===== config.mk =====
export PLATFORM = sky130hd
export DESIGN_NAME = prio_encoder_rr_flat
export DESIGN_NICKNAME = d
export VERILOG_FILES = /design/src/rtl/prio_encoder_rr_if.sv /design/src/rtl/prio_encoder_rr.sv /design/src/flat_wrapper.sv
export SDC_FILE = /design/constraint.sdc
export NUM_CORES = 1
export LEC_CHECK = 0
export CAP_MARGIN = 25
export CORE_MARGIN = 4
export CORE_UTILIZATION = 60
export CTS_BUF_LIST = sky130_fd_sc_hd__clkbuf_8
export DETAILED_ROUTE_END_ITERATION = 10
export PLACE_DENSITY = 0.87
export SETUP_SLACK_MARGIN = 0.05
export SYNTH_ARGS = -nofsm -noshare
export SYNTH_HDL_FRONTEND = slang
export SYNTH_SLANG_ARGS = --single-unit

===== constraint.sdc =====
create_clock -name clk -period 9.4 [get_ports clk]
set_clock_uncertainty 0.2 [all_clocks]
set_input_delay 2.35 -clock clk [delete_from_list [all_inputs] [get_ports clk]]
set_output_delay 2.35 -clock clk [all_outputs]
set_load 0.05 [all_outputs]

===== src/rtl/prio_encoder_rr_if.sv =====
// rtl/prio_encoder_rr_if.sv - request/result handshake bundle for prio_encoder_rr
interface prio_encoder_rr_if #(parameter int N = 8);
  localparam int IDX_W = $clog2(N);

  logic             in_valid;
  logic             in_ready;
  logic [N-1:0]     req;
  logic             mode;
  logic             out_valid;
  logic             out_ready;
  logic [IDX_W-1:0] out_idx;
  logic [N-1:0]     out_onehot;
  logic             out_none;
  logic             out_multi;

  modport master (
    output in_valid, req, mode, out_ready,
    input  in_ready, out_valid, out_idx, out_onehot, out_none, out_multi
  );

  modport slave (
    input  in_valid, req, mode, out_ready,
    output in_ready, out_valid, out_idx, out_onehot, out_none, out_multi
  );
endinterface


===== src/rtl/prio_encoder_rr.sv =====
// rtl/prio_encoder_rr.sv - registered N-to-log2(N) encoder, fixed-priority or round-robin
module prio_encoder_rr #(
  parameter int N = 8
) (
  input logic            clk,
  input logic            rst,
  prio_encoder_rr_if.slave bus
);
  localparam int IDX_W = $clog2(N);

  logic [IDX_W-1:0] ptr;
  logic [IDX_W-1:0] fp_idx;
  logic [IDX_W-1:0] rr_idx;
  logic [IDX_W-1:0] cand;
  logic [IDX_W-1:0] grant;
  logic             rr_found;
  logic             none;
  logic             multi;
  logic             accept;

  assign bus.in_ready = !bus.out_valid || bus.out_ready;
  assign accept       = bus.in_valid && bus.in_ready;

  always_comb begin
    fp_idx   = '0;
    rr_idx   = '0;
    cand     = '0;
    rr_found = 1'b0;
    // Ascending scan: the last hit is the highest set index.
    for (int i = 0; i < N; i++) begin
      if (bus.req[i]) fp_idx = IDX_W'(i);
    end
    // N is a power of two, so the index add wraps N-1 -> 0 by itself.
    for (int i = 0; i < N; i++) begin
      cand = ptr + IDX_W'(i);
      if (!rr_found && bus.req[cand]) begin
        rr_idx   = cand;
        rr_found = 1'b1;
      end
    end
    grant = bus.mode ? rr_idx : fp_idx;
    none  = ~|bus.req;
    multi = |(bus.req & (bus.req - N'(1)));
  end

  always_ff @(posedge clk) begin
    if (rst) begin
      bus.out_valid  <= 1'b0;
      bus.out_idx    <= '0;
      bus.out_onehot <= '0;
      bus.out_none   <= 1'b0;
      bus.out_multi  <= 1'b0;
      ptr            <= '0;
    end else if (accept) begin
      bus.out_valid  <= 1'b1;
      bus.out_idx    <= none ? '0 : grant;
      bus.out_onehot <= none ? '0 : (N'(1) << grant);
      bus.out_none   <= none;
      bus.out_multi  <= multi;
      if (bus.mode && !none) ptr <= grant + IDX_W'(1);
    end else if (bus.out_ready) begin
      bus.out_valid  <= 1'b0;
    end
  end
endmodule


===== src/flat_wrapper.sv =====
// flat-port wrapper written by rule: the top's interface ports become plain ports
module prio_encoder_rr_flat 
#(
  parameter int N = 8
)
  (clk, rst, bus_in_valid, bus_req, bus_mode, bus_out_ready, bus_in_ready, bus_out_valid, bus_out_idx, bus_out_onehot, bus_out_none, bus_out_multi);
  prio_encoder_rr_if #(.N(N)) bus_i ();
  input logic clk;
  input logic rst;
  input wire logic [$bits(bus_i.in_valid)-1:0] bus_in_valid;
  input wire logic [$bits(bus_i.req)-1:0] bus_req;
  input wire logic [$bits(bus_i.mode)-1:0] bus_mode;
  input wire logic [$bits(bus_i.out_ready)-1:0] bus_out_ready;
  output wire logic [$bits(bus_i.in_ready)-1:0] bus_in_ready;
  output wire logic [$bits(bus_i.out_valid)-1:0] bus_out_valid;
  output wire logic [$bits(bus_i.out_idx)-1:0] bus_out_idx;
  output wire logic [$bits(bus_i.out_onehot)-1:0] bus_out_onehot;
  output wire logic [$bits(bus_i.out_none)-1:0] bus_out_none;
  output wire logic [$bits(bus_i.out_multi)-1:0] bus_out_multi;
  assign bus_i.in_valid = bus_in_valid;
  assign bus_i.req = bus_req;
  assign bus_i.mode = bus_mode;
  assign bus_i.out_ready = bus_out_ready;
  assign bus_in_ready = bus_i.in_ready;
  assign bus_out_valid = bus_i.out_valid;
  assign bus_out_idx = bus_i.out_idx;
  assign bus_out_onehot = bus_i.out_onehot;
  assign bus_out_none = bus_i.out_none;
  assign bus_out_multi = bus_i.out_multi;
  prio_encoder_rr #(.N(N)) u_core (.clk(clk), .rst(rst), .bus(bus_i));
endmodule

[Word level (Yosys, flattened, before mapping)]
Cells that the tools add are included.
Storage, ports and cells
  register bits after elaboration: 17
  input port bits: 13
  output and inout bits: 15
  word-level logic and storage cells: 91
Operators by class
  add/sub/neg operators: 9
  order comparisons: 8
  shift-type cells: 1
  muxes and demuxes: 43
  bitwise gates (word level): 1
  reductions and logical operators: 23
Operators with widths (number)
  $mux 3: 16
  $lt 3x4->1 const B: 8
  $bmux 1 s3: 8
  $mux 1: 18
  $reduce_or 8->1: 2
  $add 3x3->3 const B: 4
  $logic_and 1x1->1: 9
  $logic_not 1->1: 9
  $and 8x8->8: 1
  $mux 8: 1
  $shl 1x3->8 const A: 1
  $sub 8x1->8 const B: 1
  $add 3x1->3 const B: 2
  $add 3x2->3 const B: 2
  $reduce_and 2->1: 1
  $reduce_bool 2->1: 1
  $logic_or 1x1->1: 1

[Depth between registers and ports, before layout]
Gate-level depths: netlist (run 1).
  word-level depth: 27
  mapped depth: 16

[Least setup slack after synthesis (run 1)]
No wires, ideal clock.
  path type: input port to output port
  start point: input port bus_out_ready
  end point: output port bus_in_ready
  arrival time: 2.798 ns
  required time: 6.850 ns
  setup slack: 4.052 ns
  stages: 1
  cell sequence: nand2b_1
On the way
  cells in the longest elaborated chain, start to end: 1
Ends and longest elaborated chain
  start: declaration: RTL line flat_wrapper.sv:13  | input wire logic [$bits(bus_i.out_ready)-1:0] bus_out_ready;
  $logic_or 1x1->1: RTL line prio_encoder_rr.sv:21  | assign bus.in_ready = !bus.out_valid || bus.out_ready;
  end: declaration: RTL line flat_wrapper.sv:14  | output wire logic [$bits(bus_i.in_ready)-1:0] bus_in_ready;
Every way passes these cells.

[Final worst setup path (run 1)]
Ends and elaborated chain as after synthesis.

==> results of run 1 <==
area by class of cell:
type                            instances  area (um^2)
Tap cell                               44        55.05
Timing Repair Buffer                   27        270.3
Clock buffer                            3        41.29
Multi-Input combinational cell        164         1400
Fill cell                             242        929.6
Sequential cell                        17        340.3
Clock inverter                          1        3.754
Inverter                               10        37.54
cell families after synthesis:
kind of cell	count (synthesis)
and+or+nand+nor	59
buffers and inverters	28
DFF	17
AOI/OAI and AO/OA	64
muxes	27
adders and majority gates	10
xor gates and xnor gates	4
stage by stage:
stage / std cells / utilization / power (uW) / area, um^2
after floorplan: 209 / - / 215.5 / 1942
after global placement: 262 / 0.6833 / 240.5 / 2103
after detailed placement: 262 / 0.6833 / 244.3 / 2103
after CTS: 266 / 0.6980 / 296.7 / 2148
after global routing: 266 / 0.6980 / 317.8 / 2148
final: 266 / 0.6980 / 298.1 / 2148
routing by layer:
metal  up-vias  global-route usage
li1        835                   -
met1       830              0.3269
met2        72              0.4087
met3         6             0.01733
met4         0             0.05805
met5         -                   0
registers in the layout, indices dropped and copies added (netlist names):
name                   flops
u_core.bus.out_multi       1
u_core.bus.out_idx         3
u_core.ptr                 3
u_core.bus.out_valid       1
u_core.bus.out_none        1
u_core.bus.out_onehot      8
report_power, final:
part / total (uW) / internal, uW / switching (uW) / leakage [uW]
Clock: 52.4 / 29.0 / 23.5 / 0.0000269
Combinational: 160 / 69.0 / 91.1 / 0.000640
Sequential: 85.6 / 77.4 / 8.16 / 0.000139
path summary, 6_finish.rpt:
path              cells after the start                       end  slack [ps]             startpoint
setup reg to reg                     13  u_core.bus.out_onehot[4]        4520          u_core.ptr[0]
hold / removal                        1     u_core.bus.out_idx[2]         280  u_core.bus.out_idx[2]
hold reg to reg                       1     u_core.bus.out_idx[2]         280  u_core.bus.out_idx[2]
setup / recovery                      3              bus_in_ready        3020          bus_out_ready
cells in the final DEF (no fill, tap or decap), drive strengths merged, types with 3 or more instances in the layout:
cell type / synthesis / final
nor2: 17 / 17
o21ai: 10 / 10
clkdlybuf4s50: 0 / 27
a32oi: 4 / 4
mux2i: 8 / 8
mux4: 12 / 12
mux2: 7 / 7
nand2: 11 / 11
and2: 5 / 5
a22oi: 4 / 4
inv: 10 / 11
a21oi: 14 / 14
a211oi: 3 / 3
nor3: 3 / 3
nand3: 4 / 4
a31oi: 3 / 3
nand2b: 3 / 3
a22o: 4 / 4
ha: 8 / 8
nand4: 3 / 3
dfxtp: 17 / 17
clkbuf: 10 / 3
a31o: 5 / 5
==> impl_metrics.ini, run 1 <==
[critical_path]
cp_slowest_cell = clkdlybuf4s50_1
required_ps = 6850
crit_type = in2out
critical_path_arrival_ps = 3830
critPathMaxFanout = 4
start_kind = input pin
end_kind = output pin
path_buf_inv = 2
path_common_cell = clkdlybuf4s50_1
critical-path-top-delay-family = buffers and inverters
crit_chain = clkdlybuf4s50_1 > nand2b_1 > clkdlybuf4s50_1
cpPeakStageDelay_ps = 830

[sta]
drv_slew = 0
fin_crit_ps = 6383
rsz0062_at_grt = false
fin_ws_ps = 3017
setup_viol = 0
finalSetupTns_ps = 0
hold_viol = 0
slew_headroom = 0.5081
hold_ws_ps = 277.0
min_period_over_period = 0.6790
tightest_slew_ps = 731.1
fmax_mhz = 156.7

[power]
p_leak_uw = 0.0008060
irDropWorstVdd_mv = 0.1239
cellPowerDensity_nw_per_um2 = 138.7

[synth]
synthAdderAreaFrac = 0.06186
syn_area_per_cell_um2 = 9.291
ys_top_cells_by_count = dfxtp_1, nor2_1, a21oi_1
synth_edf_count = 0
syn_area_um2 = 1942
synthArstFlopShare = 0
synth_fp_nets = 230
netlist.area_leader.share = 0.1753
netlist.top_cell.by_area = dfxtp_1
synth_flop_cell = dfxtp_1
synth-xor-area-share = 0.01804
synthMuxAreaShare = 0.2365
synth.area.top_cells = dfxtp_1, mux4_2, mux4_1, ha_1, mux2i_1
synth_compound_area_frac = 0.2384
synth.distinct_cells = 61
synth_simple_gate_area_share = 0.1662
synth_top_family_by_area = compound AO/OA/AOI/OAI gates
synthCells = 209
synth-seq-area-share = 0.1753
yosys_warnings = 0
ys_ff_latch = 17

[global_route]
grt_pass1_vias = 1616
grtUsageTotal = 0.2392
grt_overflow = 0
grt_max_degree = 17
grt_antenna_before_repair = 0
grt_pass1_wl_um = 8086

[die]
coreArea_um2 = 3078
rows = 20
die_area_um2 = 4211
die_y_um = 64.89
num_io_pins = 28
start_util = 0.6309
die_w_um = 64.89

[placed_design]
gp_congestion = 0.8899
post-place-ws_ps = 3052
dpl.hpwl_um = 3352
port_buffers = 27

[hold_path]
hp-class = reg2reg

[cells_and_area]
antenna_cells = 0
area_delta_synth_final_pct = 10.63
fin_nets = 244
drive_above_1_share = 0.1126

[routing]
post_drt_wl_per_cell_um = 17.35
drt_iter0_drc = 175
drt-vias-per-instance = 6.553
dr.pass1.iters = 4
ant_nets = 0
met3_length_um = 248
drt-total-wl_um = 4615
wl_met2_um = 2317
route.detailed.drc = 0
route.top_layer_used = met4
wl_met1_um = 2003
vias = 1743

[clock_network]
cts_resized = 0
postCtsSetupRepairBufs = 0
root_buffer = clkbuf_8
path_clk_slew_ps = 60
clock_path_buffers = 2
hold_buffers = 0
cts_tree = built
cts.sinks = 17
clk_latency_ps = 250
cts_made_buffers = 3
htree_num_levels = 1

[job]
maxCapViolations = 0

[status]
outcome = finished clean
No activity file was read; power rests on OpenSTA's default activity.
==> run 2, diff against run 1 <==
--- a/config.mk
+++ b/config.mk
@@ -7,10 +7,10 @@
 export LEC_CHECK = 0
 export CAP_MARGIN = 25
 export CORE_MARGIN = 4
-export CORE_UTILIZATION = 60
+export CORE_UTILIZATION = 51
 export CTS_BUF_LIST = sky130_fd_sc_hd__clkbuf_8
 export DETAILED_ROUTE_END_ITERATION = 10
-export PLACE_DENSITY = 0.87
+export PLACE_DENSITY = 0.79
 export SETUP_SLACK_MARGIN = 0.05
 export SYNTH_ARGS = -nofsm -noshare
 export SYNTH_HDL_FRONTEND = slang
==> constraint.sdc (replaced) <==
create_clock -name clk -period 5.39 [get_ports clk]
set_clock_uncertainty 0.2 [all_clocks]
set_input_delay 1.3475 -clock clk [delete_from_list [all_inputs] [get_ports clk]]
set_output_delay 1.3475 -clock clk [all_outputs]
set_load 0.05 [all_outputs]
==> impl_metrics.ini, run 2 (synthesized netlist as in run 1, its figures left out) <==
[cells_and_area]
mostFrequentLayoutCell = clkdlybuf4s50_1
seq_area_um2 = 340.3
multi_input_area_um2 = 1400
regMostFlops = u_core.bus.out_onehot
largest_register_ffs = 8
fin_nets = 247
area_delta_synth_final_pct = 12.05
fill_cells = 334
final_cell_mix = clkdlybuf4s50_1, nor2_1, dfxtp_1, a21oi_1
antenna_cells = 0
finalInstanceArea_um2 = 2176
drive_above_1_share = 0.1244
top_regs = u_core.bus.out_onehot x8, u_core.bus.out_idx x3, u_core.ptr x3
stdcell_count = 273

[clock_network]
path_clk_slew_ps = 60
clock_path_buffers = 2
postCtsSetupRepairBufs = 0
cts_tree = built
htree_num_levels = 1
root_buffer = clkbuf_8
cts_made_buffers = 3
clk_latency_ps = 250
cts.sinks = 17
hold_buffers = 0
cts_resized = 0

[status]
outcome = finished clean

[critical_path]
critical-path-top-delay-family = compound AO/OA/AOI/OAI gates
crit_chain = clkdlybuf4s50_1 > mux4_1 > a21oi_1 > a32oi_2 > or4_1 > o211ai_1 > a21oi_1 > a31o_2 > ha_1 > ha_1 > mux2i_1 > nor2_1
critical_path_arrival_ps = 4710
critPathMaxFanout = 11
start_kind = input pin
cpPeakStageDelay_ps = 710
cp_slowest_cell = mux4_1
required_ps = 5320
crit_type = in2reg
path_buf_inv = 1
end_kind = register

[die]
coreArea_um2 = 3661
num_io_pins = 28
die_w_um = 69.71
rows = 22
die_y_um = 69.71
start_util = 0.5304
die_area_um2 = 4859

[sta]
fin_crit_ps = 4781
rsz0062_at_grt = false
hold_viol = 0
min_period_over_period = 0.8870
drv_slew = 0
tightest_slew_ps = 763.0
setup_viol = 0
hold_ws_ps = 273.3
slew_headroom = 0.4866
finalSetupTns_ps = 0
fin_ws_ps = 609.2
fmax_mhz = 209.2

[placed_design]
gp_congestion = 0.9023
post-place-ws_ps = 385.8
port_buffers = 27
dpl.hpwl_um = 3398
place_area_um2 = 2131
placed_cells = 269

[global_route]
grtUsageTotal = 0.1949
grt_pass1_wl_um = 7900
grt_antenna_before_repair = 0
grt_pass1_vias = 1643
grt_max_degree = 17
grt_overflow = 0

[routing]
dr.pass1.iters = 4
route.detailed.drc = 0
drt_iter0_drc = 118
ant_nets = 0
post_drt_wl_per_cell_um = 16.76
drt-vias-per-instance = 6.234
vias = 1702
drt-total-wl_um = 4575

[job]
maxCapViolations = 0

[hold_path]
hp-class = reg2reg

[power]
irDropWorstVdd_mv = 0.1670
cellPowerDensity_nw_per_um2 = 241.1
p_leak_uw = 0.0008213
## run 2: cell count changes in the layout (fill, tap and decap cells not counted)
| cell | change |
|---|---|
| buf_4 | +3 |
## run 2: final timing paths
path	start	to	depth (start not counted)	slack [ps]
setup / recovery	bus_req[2]	u_core.ptr[2]	12	610
hold / removal	u_core.bus.out_idx[2]	u_core.bus.out_idx[2]	1	270
setup reg to reg	u_core.ptr[0]	u_core.ptr[2]	13	1190
hold reg to reg	u_core.bus.out_idx[2]	u_core.bus.out_idx[2]	1	270
## run 2: cell type report
type	count	share of cell area
multi-input cells	164	0.6435
flip-flops and latches	17	0.1564
repair buffers	30	0.1346
well taps	48	0.02760
clock buffers	3	0.01898
inverters	10	0.01725
clock inverters	1	0.001725
## run 2: per-layer routing
metal / track usage / up-vias / wire [um]
li1: - / 835 / -
met1: 0.2664 / 810 / 2047
met2: 0.3210 / 52 / 2268
met3: 0.02464 / 5 / 207
met4: 0.05745 / 0 / 51
met5: 0 / - / 0
## run 2: power breakdown
| group | leakage (uW) | total, uW | internal [uW] | switching (uW) |
|---|---|---|---|---|
| clock | 0.0000269 | 93.9 | 50.6 | 43.2 |
| combinational | 0.000655 | 287 | 124 | 164 |
| sequential | 0.000139 | 144 | 135 | 8.61 |
| total | 0.000821 | 525 | 309 | 215 |
## run 2: metrics by stage
stage               power [uW]    util
finish                   524.6  0.5943
global route             560.5  0.5943
CTS                      524.7  0.5943
detailed placement       429.7  0.5820
global placement         428.0  0.5820
floorplan                375.9       -
